$ cat src/rtl/frame_sync_filter.sv
// frame_sync_filter
// Multi-channel synchroniser for asynchronous camera status lines. Each
// channel runs through a flop chain, then an optional stability filter. The
// block reports the settled level and one-cycle rise/fall pulses. Channel 0
// also drives a wrapping count of its rising edges, used as a frame counter.
//
// Filter behaviour: Sync_o moves to the synchronised value only after that
// value has disagreed with Sync_o on FILTER_CYCLES consecutive edges. The
// same rule applies in both directions. A mismatch that lasts fewer edges
// is dropped, and the run count starts again at the next mismatch.

module frame_sync_filter #(
    parameter int                    CHANNELS      = 4,
    parameter int                    STAGES        = 3,
    parameter int                    FILTER_CYCLES = 0,
    parameter logic [CHANNELS-1:0]   RESET_VALUE   = '0,
    parameter int                    COUNT_WIDTH   = 16
) (
    input  logic                     Clk_i,
    input  logic                     Reset_i,
    input  logic [CHANNELS-1:0]      Async_i,
    input  logic                     Clear_i,
    output logic [CHANNELS-1:0]      Sync_o,
    output logic [CHANNELS-1:0]      Rise_o,
    output logic [CHANNELS-1:0]      Fall_o,
    output logic [COUNT_WIDTH-1:0]   Event_Count_o
);

    // Synchroniser chain, all channels side by side; stage 0 faces the async domain
    logic [CHANNELS-1:0] stage_q [STAGES];
    logic [CHANNELS-1:0] s_w;
    logic [CHANNELS-1:0] sync_w;
    logic [CHANNELS-1:0] prev_q;
    logic [COUNT_WIDTH-1:0] count_q;
    logic [COUNT_WIDTH-1:0] count_d;

    // Shift the raw inputs through the chain with no logic between stages
    always_ff @(posedge Clk_i or negedge Reset_i) begin
        if (!Reset_i) begin
            for (int k = 0; k < STAGES; k++) begin
                stage_q[k] <= RESET_VALUE;
            end
        end else begin
            stage_q[0] <= Async_i;
            for (int k = 1; k < STAGES; k++) begin
                stage_q[k] <= stage_q[k-1];
            end
        end
    end

    assign s_w = stage_q[STAGES-1];

    genvar gi;
    generate
        if (FILTER_CYCLES == 0) begin : g_bypass
            // No filter, so the last chain stage is the synchronised level
            assign sync_w = s_w;
        end else begin : g_filter
            localparam int CW = (FILTER_CYCLES > 1) ? $clog2(FILTER_CYCLES) : 1;
            localparam logic [CW-1:0] C_LAST = CW'(FILTER_CYCLES - 1);

            for (gi = 0; gi < CHANNELS; gi++) begin : g_ch
                logic [CW-1:0] cnt_q;
                logic [CW-1:0] cnt_d;
                logic          sync_q;
                logic          sync_d;

                // Count mismatch edges; accept the new level when the count reaches the end
                always_comb begin
                    cnt_d  = cnt_q;
                    sync_d = sync_q;
                    if (s_w[gi] == sync_q) begin
                        cnt_d = '0;
                    end else if (cnt_q == C_LAST) begin
                        sync_d = s_w[gi];
                        cnt_d  = '0;
                    end else begin
                        cnt_d = cnt_q + CW'(1);
                    end
                end

                // Filter state register; reset throws away any partial count
                always_ff @(posedge Clk_i or negedge Reset_i) begin
                    if (!Reset_i) begin
                        cnt_q  <= '0;
                        sync_q <= RESET_VALUE[gi];
                    end else begin
                        cnt_q  <= cnt_d;
                        sync_q <= sync_d;
                    end
                end

                assign sync_w[gi] = sync_q;
            end
        end
    endgenerate

    // Keep last cycle's level so edges decode straight from register outputs
    always_ff @(posedge Clk_i or negedge Reset_i) begin
        if (!Reset_i) begin
            prev_q <= RESET_VALUE;
        end else begin
            prev_q <= sync_w;
        end
    end

    assign Sync_o = sync_w;
    assign Rise_o = sync_w & ~prev_q;
    assign Fall_o = ~sync_w & prev_q;

    // Frame counter next state: clear wins over a coincident rising edge
    always_comb begin
        count_d = count_q;
        if (Clear_i) begin
            count_d = '0;
        end else if (Rise_o[0]) begin
            count_d = count_q + COUNT_WIDTH'(1);
        end
    end

    // Frame counter register; wraps naturally at 2^COUNT_WIDTH
    always_ff @(posedge Clk_i or negedge Reset_i) begin
        if (!Reset_i) begin
            count_q <= '0;
        end else begin
            count_q <= count_d;
        end
    end

    assign Event_Count_o = count_q;

endmodule

$ cat config.mk
export PLATFORM = sky130hd
export DESIGN_NAME = frame_sync_filter
export DESIGN_NICKNAME = d
export VERILOG_FILES = /design/src/rtl/frame_sync_filter.sv
export SDC_FILE = /design/constraint.sdc
export NUM_CORES = 1
export LEC_CHECK = 0
export CAP_MARGIN = 5
export CORE_MARGIN = 4
export CORE_UTILIZATION = 50
export CTS_CLUSTER_DIAMETER = 40
export DETAILED_ROUTE_END_ITERATION = 12
export PLACE_DENSITY_LB_ADDON = 0.15
export RECOVER_POWER = 100
export SLEW_MARGIN = 10
export SYNTH_ARGS = -nofsm -noshare
export SYNTH_HDL_FRONTEND = slang
export SYNTH_SLANG_ARGS = --single-unit
$ cat constraint.sdc
create_clock -name Clk_i -period 3.6 [get_ports Clk_i]
set_input_delay 0.54 -clock Clk_i [delete_from_list [all_inputs] [get_ports Clk_i]]
set_output_delay 0.54 -clock Clk_i [all_outputs]
set_load 0.01 [all_outputs]
==> metrics.md, run 1 <==
| Metric | Value |
|---|---|
| Post-layout minimum cycle time | `2.33 ns` |
| FF-to-FF path depth | `4` |
| CTS Hold Bufs | `0` |
| Final setup fails | `0` |
| CTS buffer count | `5` |
| Final WL | `2.46 mm` |
| Area after DPL | `1650 sq um` |
| Nets | `155` |
| Normalized max-slew margin | `-8.41%` |
| VDD IR-drop max | `385 uV` |
| Post-synth top area cell | `dfrtp_1` |
| Port bufs | `34` |
| Routability cong. | `0.726` |
| Worst-path clk slew | `0.09 ns` |
| Via Count | `910` |
| Worst Max-Slew Pin Slew | `1.63 ns` |
| Share of total power in the clock network | `38.7%` |
| Routed length per instance | `13.8 microns` |
| Net Sw Frac | `21.4%` |
| Sw Pwr | `0.146 mW` |
| CTS tree | `built` |
| Fin. max-slew vios | `33` |
| Synth top area cells | `dfrtp_1 61%, xnor2_1 4.7%, nor2b_1 4.3%, nor2_1 4.0%, buf_4 2.3%` |
| Most frequent cells in the layout | `34 x dlygate4sd3_1, 32 x dfrtp_1, 14 x nor2_1` |
| Gr ovfl total | `0` |
| Vias in the first global route | `904` |
| Status | `finished, violations left` |
| Final std cells w/o fill | `178` |
| Initial antenna violation count | `0` |
| Sequential area share after synthesis | `61.3%` |
| Core Rows | `18` |
| Longest Clk Path Bufs | `2` |
| Overall die area | `3490 sq um` |
| Worst Skew | `0.0119 ns` |
| Crit. End Element | `output pin` |
| Critical path's slowest cell | `dlygate4sd3_1` |
| Hold Crit Depth | `0` |
| Setup Buffers After CTS | `0` |
| Cell Pwr Density | `398 nW/um^2` |
| Post-synth top area share | `61.3%` |
| Layout cell share with drive strength beyond 1 | `7.43%` |
| DP Wirelength | `1.82 mm` |
| Leakage | `0.753 nW` |
| Commonest non-fill, non-tap cell in the layout | `dlygate4sd3_1` |
| Layout area overhead | `31.1%` |
| DR vias/cell | `5.11` |
| Post-synthesis cell area | `1310 sq um` |
| RSZ-0062 raised after global routing | `no` |
| Gr usage total | `16.2%` |
| CTS root buf | `clkbuf_4` |
| H-tree level count | `2` |
| First-pass detailed-route iteration total | `4` |
| Maximum Capacitance Violations | `1` |
| Final instance area | `1710 sq um` |
| Post-DRT Antenna Nets | `0` |
| Failing checks | `max-capacitance violations, max-slew violations` |
| Gate count of the mapped netlist | `112` |
| CTS resizes | `0` |
| Combinational share of power | `6.1%` |
| Sink Count | `32` |
| N_diodes | `0` |
| Skew-Pair Late Insertion Delay | `0.33 ns` |
| Reg power frac | `55.2%` |
| Initial DRC count | `15` |
| Syn Nets | `120` |
| Largest net degree at the start of global routing | `33` |
| Setup crit start kind | `flip-flop` |
| Final hold slack | `0.355 ns` |
| Fin crit share | `64.6%` |
| CP Class | `flip-flop to output pin` |
| Crit-path max FO | `6` |
| Synth cell types | `31` |
| Fmax | `430 MHz` |
| Residual DRC count | `0` |
| Total Neg Setup Slack | `0 ns` |
| First-pass GRT wire length | `4.00 mm` |
| Die Ht | `59.1 microns` |
| Dpl cells | `170` |
| Mapped Avg Cell Area | `11.7 sq um` |
| Hold Fails Final Rpt | `0` |
| Starting density of the core | `52.7%` |
| Int Pwr | `0.535 mW` |
| Crit path DAT | `1.79 ns` |
| Die width | `59.1 microns` |
| Slowest stage delay, CP | `0.67 ns` |
| Core Region | `2480 sq um` |
| CP required | `3.06 ns` |
| I/O pin count | `35` |
| Crit-path cells | `nor2b_1, dlygate4sd3_1` |
| #FFs+latches synth | `32` |
| Core Util, Final | `69.1%` |
| HP Class | `flip-flop to flip-flop` |
| Yosys warns | `0` |
per-layer routing:
| metal | vias up | global-route usage (%) | wire, microns |
|---|---|---|---|
| met5 | - | 0 | 0 |
| met4 | 0 | 10.7 | 36 |
| met3 | 5 | 4.79 | 173 |
| met2 | 36 | 25.7 | 1220 |
| met1 | 423 | 19.0 | 1030 |
| li1 | 446 | - | - |
power by group through the flow:
| stage | clock [mW] | sequential [mW] | combinational, mW |
|---|---|---|---|
| 2_1_floorplan | 0 | 0.382 | 0.0180 |
| 3_3_place_gp | 0 | 0.382 | 0.0465 |
| 3_5_place_dp | 0 | 0.384 | 0.0478 |
| 4_1_cts | 0.271 | 0.377 | 0.0479 |
| 5_1_grt | 0.287 | 0.378 | 0.0458 |
| 6_report | 0.264 | 0.376 | 0.0413 |
final timing paths:
kind,startpoint,endpoint,slack (ns)
min in group asynchronous,Reset_i,Event_Count_o[8],1.14
worst max register to register,Event_Count_o[6],Event_Count_o[15],1.69
worst min-delay path,stage_q[11],stage_q[7],0.35
max in group asynchronous,Reset_i,Event_Count_o[10],1.51
worst min register to register,stage_q[11],stage_q[7],0.35
worst max-delay path,Sync_o[0],Rise_o[0],1.27
through the flow:
stage / setup WS, ns / total power [mW]
3_5_place_dp: 1.66 / 0.431
5_1_grt: 1.15 / 0.711
2_1_floorplan: 1.84 / 0.400
3_3_place_gp: 1.70 / 0.429
4_1_cts: 1.28 / 0.695
6_report: 1.27 / 0.681
registers in the layout, summed over array words and instances, names as in the netlist:
signal / flops
stage_q: 8
prev_q: 4
Sync_o: 4
Event_Count_o: 16
cell type report:
cell class                 count  area (sq um)
clock buffer                   6          41.3
clock inverter                 2          35.0
fill                         205           764
inverter                       4          15.0
multi-input combinational     69           439
sequential                    32           801
tap                           30          37.5
timing repair buffer          35           344
Yosys cell counts:
library cell and count:
ha_1 1, a41o_1 1, nand3b_1 1, or4_1 1, nand4_1 2, nand4_2 1, nor3_1 4, o21ai_0 2
nor2_1 14, nor2b_1 9, nor4_1 4, a21oi_1 3, a311oi_1 1, or3_1 1, or4_4 1, or3_2 1
xor2_1 3, mux2i_1 1, nand4b_1 1, mux2_2 1, nand2_1 4, buf_4 4, inv_1 4, clkbuf_1 2
o31ai_1 1, xnor2_1 7, dfrtp_1 32, nand3_1 2, buf_1 1, or2_2 1, nand3_4 1
cells by family after synthesis:
group / count (synthesis) / synth area share (%)
adder cells (fa/ha/maj): 1 / 0.958
AO/OA/AOI/OAI: 8 / 3.93
multiplexers: 2 / 1.63
flip-flops: 32 / 61.3
XOR/XNOR: 10 / 6.71
buffers and inverters: 11 / 4.31
AND/OR/NAND/NOR: 48 / 21.2
critical path: cells and delay by family, from the launching register on:
kind | cells | cell delay, ns
buffers and inverters | 1 | 0.67
flip-flops | 1 | 0.42
AND/OR/NAND/NOR | 1 | 0.37
(Power assumes the default switching activity.)
==> inputs of run 2 (changes only) <==
CORE_UTILIZATION = 42   (was 50)
clock period = 2.1 ns   (was 3.6 ns; I/O delays follow)
==> metrics.md, run 2 (synthesis gave the netlist of run 1 again) <==
| Metric | Value |
|---|---|
| Most frequent cells in the layout | `34 x dlygate4sd3_1, 32 x dfrtp_1, 14 x nor2_1 (unchanged)` |
| Nets | `157 (was 155)` |
| Sink Count | `32 (unchanged)` |
| Worst Skew | `0.0130 ns (was 0.0119 ns)` |
| Via Count | `930 (was 910)` |
| Hold Fails Final Rpt | `0 (unchanged)` |
| Worst Max-Slew Pin Slew | `0.749 ns (was 1.63 ns)` |
| Critical path's slowest cell | `or4_4 (was dlygate4sd3_1)` |
| Max reg flops | `16 (unchanged)` |
| Routed length per instance | `13.9 microns (was 13.8 microns)` |
| Status | `finished, final reports clean (was finished, violations left)` |
| Initial antenna violation count | `0 (unchanged)` |
| Skew-Pair Late Insertion Delay | `0.34 ns (was 0.33 ns)` |
| Commonest non-fill, non-tap cell in the layout | `dlygate4sd3_1 (unchanged)` |
| Slowest stage delay, CP | `0.56 ns (was 0.67 ns)` |
| Cell Pwr Density | `637 nW/um^2 (was 398 nW/um^2)` |
| Core Region | `2850 sq um (was 2480 sq um)` |
| Normalized max-slew margin | `50.1% (was -8.41%)` |
| Gr usage total | `14.2% (was 16.2%)` |
| Crit. End Element | `flip-flop (was output pin)` |
| Layout cell share with drive strength beyond 1 | `8.00% (was 7.43%)` |
| Crit-path max FO | `8 (was 6)` |
| Gr ovfl total | `0 (unchanged)` |
| Total Neg Setup Slack | `0 ns (unchanged)` |
| Layout area overhead | `30.2% (was 31.1%)` |
| Longest Clk Path Bufs | `2 (unchanged)` |
| Dpl cells | `173 (was 170)` |
| CP required | `2.37 ns (was 3.06 ns)` |
| Largest net degree at the start of global routing | `33 (unchanged)` |
| I/O pin count | `35 (unchanged)` |
| Buffer and inverter count on the worst path | `0 (was 1)` |
| Post-layout minimum cycle time | `1.90 ns` |
| RSZ-0062 raised after global routing | `no (unchanged)` |
| Tot Pwr | `1.08 mW (was 0.681 mW)` |
| VDD IR-drop max | `502 uV (was 385 uV)` |
| Final WL | `2.52 mm (was 2.46 mm)` |
| H-tree level count | `2 (unchanged)` |
| Setup crit start kind | `flip-flop (unchanged)` |
| FF-to-FF path depth | `4 (unchanged)` |
| Hold Crit Depth | `0 (unchanged)` |
| Residual DRC count | `0 (unchanged)` |
| CTS Hold Bufs | `0 (unchanged)` |
| First-pass GRT wire length | `4.35 mm (was 4.00 mm)` |
| Routability cong. | `0.741 (was 0.726)` |
| Port bufs | `34 (unchanged)` |
| Post-DRT Antenna Nets | `0 (unchanged)` |
| Worst-path clk slew | `0.10 ns (was 0.09 ns)` |
| DR vias/cell | `5.14 (was 5.11)` |
| Maximum Capacitance Violations | `0 (was 1)` |
| Final setup fails | `0 (unchanged)` |
| CP Class | `flip-flop to flip-flop (was flip-flop to output pin)` |
| Die Ht | `63.8 microns (was 59.1 microns)` |
| Fin crit share | `90.6%` |
| DP Wirelength | `1.83 mm (was 1.82 mm)` |
| First-pass detailed-route iteration total | `4 (unchanged)` |
| Core Util, Final | `59.6% (was 69.1%)` |
| Overall die area | `4070 sq um (was 3490 sq um)` |
| Critical Path Stages | `4 (was 2)` |
| Final std cells w/o fill | `181 (was 178)` |
| Core Rows | `19 (was 18)` |
| CTS buffer count | `5 (unchanged)` |
| N_diodes | `0 (unchanged)` |
| CTS tree | `built (unchanged)` |
| Starting density of the core | `45.8% (was 52.7%)` |
| Initial DRC count | `64 (was 15)` |
| HP Class | `flip-flop to flip-flop (unchanged)` |
| Setup ws final | `0.198 ns (was 1.27 ns)` |
| CTS root buf | `clkbuf_4 (unchanged)` |
| Crit path DAT | `2.18 ns (was 1.79 ns)` |
| Setup Buffers After CTS | `0 (unchanged)` |
| Leakage | `0.754 nW (was 0.753 nW)` |
| Top Family by Delay on Critical Path | `simple AND/OR/NAND/NOR gates (was buffers and inverters)` |
| Pre-CTS setup slack | `0.283 ns (was 1.66 ns)` |
| # fillers | `270 (was 205)` |
| Vias in the first global route | `922 (was 904)` |
| Crit-path cells | `nand3_1, or4_4, or4_1, a21oi_1 (was nor2b_1, dlygate4sd3_1)` |
| CTS resizes | `0 (unchanged)` |
| Fin. max-slew vios | `0 (was 33)` |
| Fmax | `526 MHz` |
| Die width | `63.8 microns (was 59.1 microns)` |
[run 2: cell count changes in the layout (fill, tap and decap cells not counted), sizes merged]
cell | before | now
bufinv | 1 | 0
buf | 0 | 1
clkinv | 1 | 0
clkbuf | 7 | 10
[run 2: worst paths after layout]
| kind | end | slack, ns | startpoint |
|---|---|---|---|
| worst max-delay path | Event_Count_o[15] | 0.20 | Event_Count_o[3] |
| worst min-delay path | stage_q[4] | 0.35 | stage_q[8] |
| worst max register to register | Event_Count_o[15] | 0.20 | Event_Count_o[3] |
| worst min register to register | stage_q[4] | 0.35 | stage_q[8] |
| max in group asynchronous | Sync_o[0] | 1.06 | Reset_i |
| min in group asynchronous | Event_Count_o[9] | 0.56 | Reset_i |
[run 2: metrics by stage]
stage          hold slack, ns  area (sq um)
2_1_floorplan          0.0194          1310
3_3_place_gp            0.332          1670
3_5_place_dp            0.335          1670
4_1_cts                 0.353          1730
5_1_grt                 0.364          1700
6_report                0.349          1700
[run 2: power breakdown]
group | total, mW | internal [mW] | switching, mW
Combinational | 0.0725 | 0.0363 | 0.0362
Sequential | 0.644 | 0.634 | 0.0101
Clock | 0.367 | 0.165 | 0.202
[run 2: per-layer routing]
metal | track usage, % | part of all wire, % | routed length, microns | up-vias
met4 | 9.70 | 2.9 | 74 | 0
met3 | 5.25 | 6.4 | 162 | 8
met1 | 18.2 | 45 | 1140 | 445
met5 | 0 | 0 | 0 | -
li1 | - | - | - | 450
met2 | 19.8 | 45 | 1140 | 27
[run 2: area by class of cell]
type	instances	area (sq um)	area share [%]
inverter	4	15.0	0.883
multi-input combinational	69	430	25.3
sequential	32	801	47.1
timing repair buffer	37	357	21.0
clock buffer	8	58.8	3.46
tap	31	38.8	2.28
[run 2: worst register-to-register path, cell delays in order (launching register included)]
cell     delay (ns)
dfrtp_1        0.46
nand3_1        0.27
or4_4          0.56
or4_1          0.41
a21oi_1        0.15
